[src/rtl/ada_rr_mux.sv]
// N-input registered multiplexer with valid/ready handshakes per channel.
// Round-robin or fixed-select arbitration feeds a single-entry output register.
module ada_rr_mux #(
    parameter int WIDTH  = 32,
    parameter int NUM_IN = 4,
    parameter int SEL_W  = 2
) (
    input  logic                    clk,
    input  logic                    rst_n,
    input  logic [NUM_IN*WIDTH-1:0] in_data,
    input  logic [NUM_IN-1:0]       in_valid,
    output logic [NUM_IN-1:0]       in_ready,
    input  logic                    mode,
    input  logic [SEL_W-1:0]        select,
    output logic [WIDTH-1:0]        out_data,
    output logic [SEL_W-1:0]        out_src,
    output logic                    out_valid,
    input  logic                    out_ready
);

    localparam int NSEL = 1 << SEL_W;

    logic [SEL_W-1:0] ptr;
    logic [NSEL-1:0]  valid_ext;
    logic             acc;
    logic             grant_vld;
    logic [SEL_W-1:0] grant;
    logic [WIDTH-1:0] grant_data;
    logic             xfer;

    // Zero padding above NUM_IN makes an out-of-range select yield no grant.
    assign valid_ext = NSEL'(in_valid);
    assign acc       = !out_valid || out_ready;
    assign xfer      = acc && grant_vld;

    always_comb begin : grant_logic
        int               idx;
        logic [SEL_W-1:0] idx_s;
        // NOTE: every variable written in always_comb gets a default first,
        // otherwise a path that skips the assignment infers a latch.
        idx       = 0;
        idx_s     = '0;
        grant_vld = 1'b0;
        grant     = '0;
        if (mode) begin
            grant_vld = valid_ext[select];
            grant     = select;
        end else begin
            // Wrap modulo NUM_IN so non-power-of-2 builds never reach a ghost channel.
            for (int k = 1; k <= NUM_IN; k++) begin
                idx = int'(ptr) + k;
                if (idx >= NUM_IN) idx = idx - NUM_IN;
                idx_s = SEL_W'(idx);
                if (!grant_vld && valid_ext[idx_s]) begin
                    grant_vld = 1'b1;
                    grant     = idx_s;
                end
            end
        end
    end

    always_comb begin : data_mux
        grant_data = '0;
        for (int i = 0; i < NUM_IN; i++) begin
            if (grant == SEL_W'(i)) grant_data = in_data[i*WIDTH +: WIDTH];
        end
    end

    always_comb begin : ready_decode
        in_ready = '0;
        for (int i = 0; i < NUM_IN; i++) begin
            in_ready[i] = xfer && (grant == SEL_W'(i));
        end
    end

    // NOTE: sequential state uses non-blocking assignments so every register
    // samples its inputs from before the edge, independent of statement order.
    always_ff @(posedge clk) begin
        if (!rst_n) begin
            out_valid <= 1'b0;
            out_data  <= '0;
            out_src   <= '0;
            ptr       <= SEL_W'(NUM_IN - 1);
        end else if (xfer) begin
            out_valid <= 1'b1;
            out_data  <= grant_data;
            out_src   <= grant;
            ptr       <= grant;
        end else if (out_ready) begin
            out_valid <= 1'b0;
        end
    end

endmodule

[config.mk]
export PLATFORM = sky130hd
export DESIGN_NAME = ada_rr_mux
export DESIGN_NICKNAME = d
export VERILOG_FILES = /design/src/rtl/ada_rr_mux.sv
export SDC_FILE = /design/constraint.sdc
export NUM_CORES = 1
export LEC_CHECK = 0
export CAP_MARGIN = 5
export CELL_PAD_IN_SITES_DETAIL_PLACEMENT = 1
export CELL_PAD_IN_SITES_GLOBAL_PLACEMENT = 1
export CORE_ASPECT_RATIO = 0.9
export CORE_MARGIN = 3
export CORE_UTILIZATION = 22
export CTS_CLUSTER_DIAMETER = 150
export DETAILED_ROUTE_END_ITERATION = 8
export PLACE_DENSITY = 0.9
export SETUP_SLACK_MARGIN = 0.05
export SLEW_MARGIN = 0
export SYNTH_ARGS = -nofsm -noshare
export SYNTH_HDL_FRONTEND = slang
export SYNTH_SLANG_ARGS = --single-unit
[constraint.sdc]
create_clock -name clk -period 2.6 [get_ports clk]
set_input_delay 0.26 -clock clk [delete_from_list [all_inputs] [get_ports clk]]
set_output_delay 0.26 -clock clk [all_outputs]
set_load 0.02 [all_outputs]
==> flow_metrics.tcl, run 1 <==
set metrics [dict create \
    yosys_register_bits 37 \
    timing.clock.skew_ns 0.0114 \
    critPathCapture "out_data[22]" \
    io_buffers 176 \
    rows 34 \
    die_h_um 101 \
    grt_pass1_vias 2866 \
    grt-ovfl-total 0 \
    grt_pass1_wl_um 14300 \
    leakage_uw 0.00175 \
    vias 2576 \
    startpoint "in_valid[0]" \
    path_common_cell "buf_4" \
    firstDrtPassIters 4 \
    numCtsBuffers 5 \
    drc 0 \
    clock-sinks 37 \
    syn_to_final_growth_pct 95.6 \
    path_depth 10 \
    antenna_found_initial 0 \
    hold_path_class "reg2reg" \
    ys.flop_type "dfxtp_1" \
    critPathSlowestCell "clkdlybuf4s50_1" \
    pwr_density_cell_nw_per_um2 453 \
    postPlaceCellArea_sq_um 4210 \
    final.min_clock_period_ns 2.52 \
    track_usage_pct 15.7 \
    synth_nets 373 \
    yosys_warnings 0 \
    r2r-end "out_data[22]" \
    seq_area_sq_um 741 \
    status "finished, final reports clean" \
    drt-initial-drc-count 66 \
    finalSetupViolations 0 \
    dpl.hpwl_um 7720 \
    rrSetupSlack_ns 0.29 \
    final_nets 553 \
    maxSlewHeadroom_pct 77.0 \
    ios 177 \
    synth-async-reset-ratio_pct 0 \
    crit_arrival_ns 2.67 \
    rsz0062_at_grt "yes" \
    yosysUniqueCellTypes 33 \
    routed_via_density 4.77 \
    die_w_um 111 \
    synth_seq_area_share_pct 33.6 \
    clk_pin_slew_worst_paths_ns 0.08 \
    end_kind "flip-flop" \
    synth_edf_count 0 \
    grt_max_degree 35 \
    slew_violations 0 \
    crit_family "buffers and inverters" \
    gp_congestion 0.775 \
    avgSynthCellArea_sq_um 9.38 \
    cts_tree "done" \
    h-tree-depth 2 \
    critPathBufInv 5 \
    critical_path.cell_chain "clkdlybuf4s50_1, buf_4, nand2b_1, a211o_1, a311oi_4, buf_4, buf_4, buf_12, mux2i_1, o221ai_1" \
    dieArea_sq_um 11300 \
    core_area_sq_um 9700 \
    fin_area_sq_um 4310 \
    multiInputGateArea_sq_um 1380 \
    worst-path-max-fanout 32 \
    finalHoldViolations 0 \
    critical_path_class "in2reg" \
    routedWlPerCell_um 17.2 \
    maxCapViolCount 0 \
    r2r_start "ptr[1]" \
    start_kind "input port" \
    fillerInstances 1110 \
    root_buffer "clkbuf_8" \
    setup-tns-final_ns 0 \
    peakVddDrop_v 0.000220 \
    synth.cell_area_sq_um 2200 \
    routed_wl_um 9280 \
    tightest_slew_ns 0.344 \
    slowest_delay_ns 0.42 \
    clockBufferDepth 2 \
    num_antenna_cells 0 \
    fmax_mhz 397 \
    start_util_pct 22.7 \
    final_layout_size_suffix_gt1_share_pct 7.49 \
    postSynthCellCount 235 \
    r2r_cells 8 \
    cp_data_required_time_ns 2.75 \
    holdPathStages 2 \
    ant_nets 0 \
    clock_latency_ns 0.28 \
    period_share_pct 96.8 \
]
==> cells in the mapped netlist (all sizes together), types with 2 or more instances <==
| library cell | instances | area [sq um] |
|---|---|---|
| mux2i | 66 | 661 |
| dfxtp | 37 | 741 |
| nand2 | 34 | 128 |
| o221ai | 32 | 280 |
| buf | 13 | 77.6 |
| nor2 | 11 | 41.3 |
| clkbuf | 6 | 22.5 |
| inv | 6 | 22.5 |
| a21oi | 4 | 20.0 |
| nand2b | 4 | 25.0 |
| o211ai | 2 | 20.0 |
| o21ai | 2 | 10.0 |
==> per-layer routing <==
metal	track usage, %	up-vias	part of all wire (%)
li1	-	1240	-
met1	16.4	1216	38
met2	30.7	112	53
met3	4.68	8	7.5
met4	3.65	0	1.1
met5	0	-	0
==> repair_timing <==
action,in CTS,in global routing
setup buffers,1,0
hold buffers,0,0
resized for setup,9,1
setup endpoints to repair,4,13
pin swaps,2,0
==> sequential cells by signal, summed over array words and instances (netlist names) <==
name,flops
out_valid,1
out_src,2
ptr,2
out_data,32
==> stage by stage <==
stage	instances	utilization, %	total power [uW]	setup slack (ns)	hold WS (ns)
global placement	533	43.4	1560	-0.135	0.443
CTS	540	44.4	1980	0.0538	0.474
detailed placement	533	43.4	1590	-0.276	0.450
finish	540	44.4	1950	0.0830	0.469
floorplan	235	-	1100	0.424	0.322
global route	540	44.4	2060	0.000662	0.493
==> worst min-delay path by stage <==
stage                  from           end
3_5_place_dp    out_data[1]   out_data[1]
2_1_floorplan         rst_n        ptr[1]
6_report       out_data[26]  out_data[26]
4_1_cts         out_data[1]   out_data[1]
5_1_grt         out_data[1]   out_data[1]
3_3_place_gp   out_data[13]  out_data[13]
==> final cells by class <==
class	count	share of cell area (%)
Tap cell	126	3.66
Clock inverter	1	0.116
Multi-Input combinational cell	173	32.0
Clock buffer	5	1.60
Inverter	6	0.522
Timing Repair Buffer	192	44.9
Sequential cell	37	17.2
==> worst min-delay path: stages (launching register included) <==
cell	delay (ns)
dfxtp_1	0.33
nand2_1	0.05
o221ai_1	0.05
==> where the power goes <==
group | switching, uW | leakage (uW) | internal [uW]
Clock | 202 | 0.0000399 | 177
Sequential | 45.3 | 0.000306 | 645
Combinational | 386 | 0.00140 | 498
==> cell families after synthesis <==
group                  share of synthesized area, %
AOI/OAI and AO/OA                              18.3
muxes                                          31.0
and+or+nand+nor                                11.5
DFF                                            33.6
buffers and inverters                          5.56
==> placed cells by master, fill, tap and decap left out, types with 2 or more instances in the layout <==
cell / instances
mux2i_1: 66
inv_1: 5
buf_12: 4
clkdlybuf4s50_1: 171
dlygate4sd2_1: 2
nand2_1: 34
a21oi_1: 3
o221ai_1: 32
o21ai_0: 2
nand2b_1: 4
clkbuf_8: 5
dfxtp_1: 37
nor2_1: 11
buf_4: 12
clkdlybuf4s15_2: 2
Power figures use the tool's default switching activity.
==> inputs of run 2 (changes only) <==
Settings changed: CORE_UTILIZATION 22 to 24, PLACE_DENSITY 0.9 to 0.95.
Clock period 2.6 ns to 3.2 ns, I/O delays scaled along.
==> flow_metrics.tcl, run 2 (synthesized netlist as in run 1, its figures left out) <==
set metrics [dict create \
    power.total_uw 1740 \
    root_buffer "clkbuf_8" \
    fin_area_sq_um 4250 \
    gp_congestion 0.765 \
    routed_via_density 4.83 \
    maxSlewHeadroom_pct 61.7 \
    ant_nets 0 \
    period_share_pct 94.0 \
    rrSetupSlack_ns 0.76 \
    largest_register_ffs 32 \
    fmax_mhz 332 \
    firstDrtPassIters 4 \
    peakVddDrop_v 0.000196 \
    die_h_um 96.9 \
    postPlaceCellArea_sq_um 4100 \
    postCtsSetupBuffers 0 \
    cts-resized-gates 0 \
    largestRegisters "out_data: 32 flops, out_src: 2 flops, ptr: 2 flops" \
    track_usage_pct 16.7 \
    crit_arrival_ns 2.69 \
    num_antenna_cells 0 \
    final_nets 546 \
    finalHoldViolations 0 \
    drt-initial-drc-count 68 \
    rows 32 \
    h-tree-depth 2 \
    rsz0062_at_grt "no" \
    slew_violations 0 \
    status "finished, final reports clean" \
    drc 0 \
    hold_path_class "reg2reg" \
    ios 177 \
    startpoint "in_valid[0]" \
    clockBufferDepth 2 \
    tightest_slew_ns 0.575 \
    setup-tns-final_ns 0 \
    grt-ovfl-total 0 \
    dieArea_sq_um 10400 \
    end_kind "output port" \
    largest-register "out_data" \
    grt_max_degree 36 \
    critPathCapture "in_ready[1]" \
    final_layout_size_suffix_gt1_share_pct 6.11 \
    cts_tree "done" \
    routedWlPerCell_um 17.2 \
    core_area_sq_um 8770 \
    pwr_density_cell_nw_per_um2 410 \
    critical_path_class "in2out" \
    routed_wl_um 9070 \
    r2r_cells 6 \
    r2r_start "ptr[1]" \
    worst-path-max-fanout 8 \
    io_buffers 176 \
    maxCapViolCount 0 \
    finalSetupViolations 0 \
    cp_data_required_time_ns 2.88 \
    die_w_um 107 \
    r2r-end "out_data[27]" \
    dpl.hpwl_um 7510 \
    clock_latency_ns 0.29 \
    grt_pass1_vias 2762 \
    start_util_pct 25.1 \
    numCtsBuffers 5 \
    fillerInstances 995 \
    holdPathStages 2 \
    clock-sinks 37 \
    final_common_cell "clkdlybuf4s50_1" \
    leakage_uw 0.00171 \
    syn_to_final_growth_pct 92.7 \
    ctsHoldBuffers 0 \
    clk_pin_slew_worst_paths_ns 0.08 \
    timing.clock.skew_ns 0.00483 \
    antenna_found_initial 0 \
    whs_ns 0.470 \
    grt_pass1_wl_um 14000 \
    final.min_clock_period_ns 3.01 \
    start_kind "input port" \
    vias 2549 \
    final_cell_mix "clkdlybuf4s50_1 (175), mux2i_1 (66), dfxtp_1 (37), nand2_1 (34), o221ai_1 (32)" \
]
run 2: changes by cell type in the layout (fill, tap and decap cells not counted), moves of 2 or more:
cell / delta
buf_12: -4
buf_4: -3
bufinv_16: +2
clkdlybuf4s15_2: -2
clkdlybuf4s50_1: +4
dlygate4sd2_1: -2
run 2: through the flow:
stage | cells | worst slack (ns) | util (%)
6_report | 528 | 0.191 | 48.4
5_1_grt | 528 | 0.0710 | 48.4
4_1_cts | 528 | 0.144 | 48.3
3_5_place_dp | 520 | 0.148 | 46.8
3_3_place_gp | 520 | 0.266 | 46.8
2_1_floorplan | 235 | 0.904 | -
run 2: area by class of cell:
class | instances | area [sq um] | share of cell area, %
clock buffer | 5 | 68.8 | 1.62
sequential | 37 | 741 | 17.4
timing repair buffer | 185 | 1830 | 43.1
inverter | 6 | 22.5 | 0.531
tap | 119 | 149 | 3.51
multi-input combinational | 173 | 1370 | 32.2
clock inverter | 3 | 65.1 | 1.53
run 2: worst min path at each step:
stage                             from            to  slack [ns]
after global routing       out_data[7]   out_data[7]        0.50
after CTS                 out_data[11]  out_data[11]        0.47
after global placement    out_data[15]  out_data[15]        0.44
after floorplan                  rst_n        ptr[1]        0.38
after detailed placement  out_data[11]  out_data[11]        0.45
final                     out_data[11]  out_data[11]        0.47
run 2: power by group:
group / leakage (uW) / total (uW) / internal [uW] / switching [uW]
Clock: 0.0000681 / 489 / 310 / 179
Combinational: 0.00134 / 692 / 385 / 307
Sequential: 0.000306 / 559 / 524 / 35.4
run 2: routing by layer:
metal	GRT usage [%]	wire length, um
met4	3.24	54
met1	17.8	3410
met2	31.8	4850
met5	0	0
met3	5.20	762
run 2: critical path, stage by stage:
cell	delay (ns)
clkdlybuf4s50_1	0.61
or3b_1	0.39
a2111oi_2	0.47
a311oi_4	0.13
nor2_1	0.15
clkdlybuf4s50_1	0.62
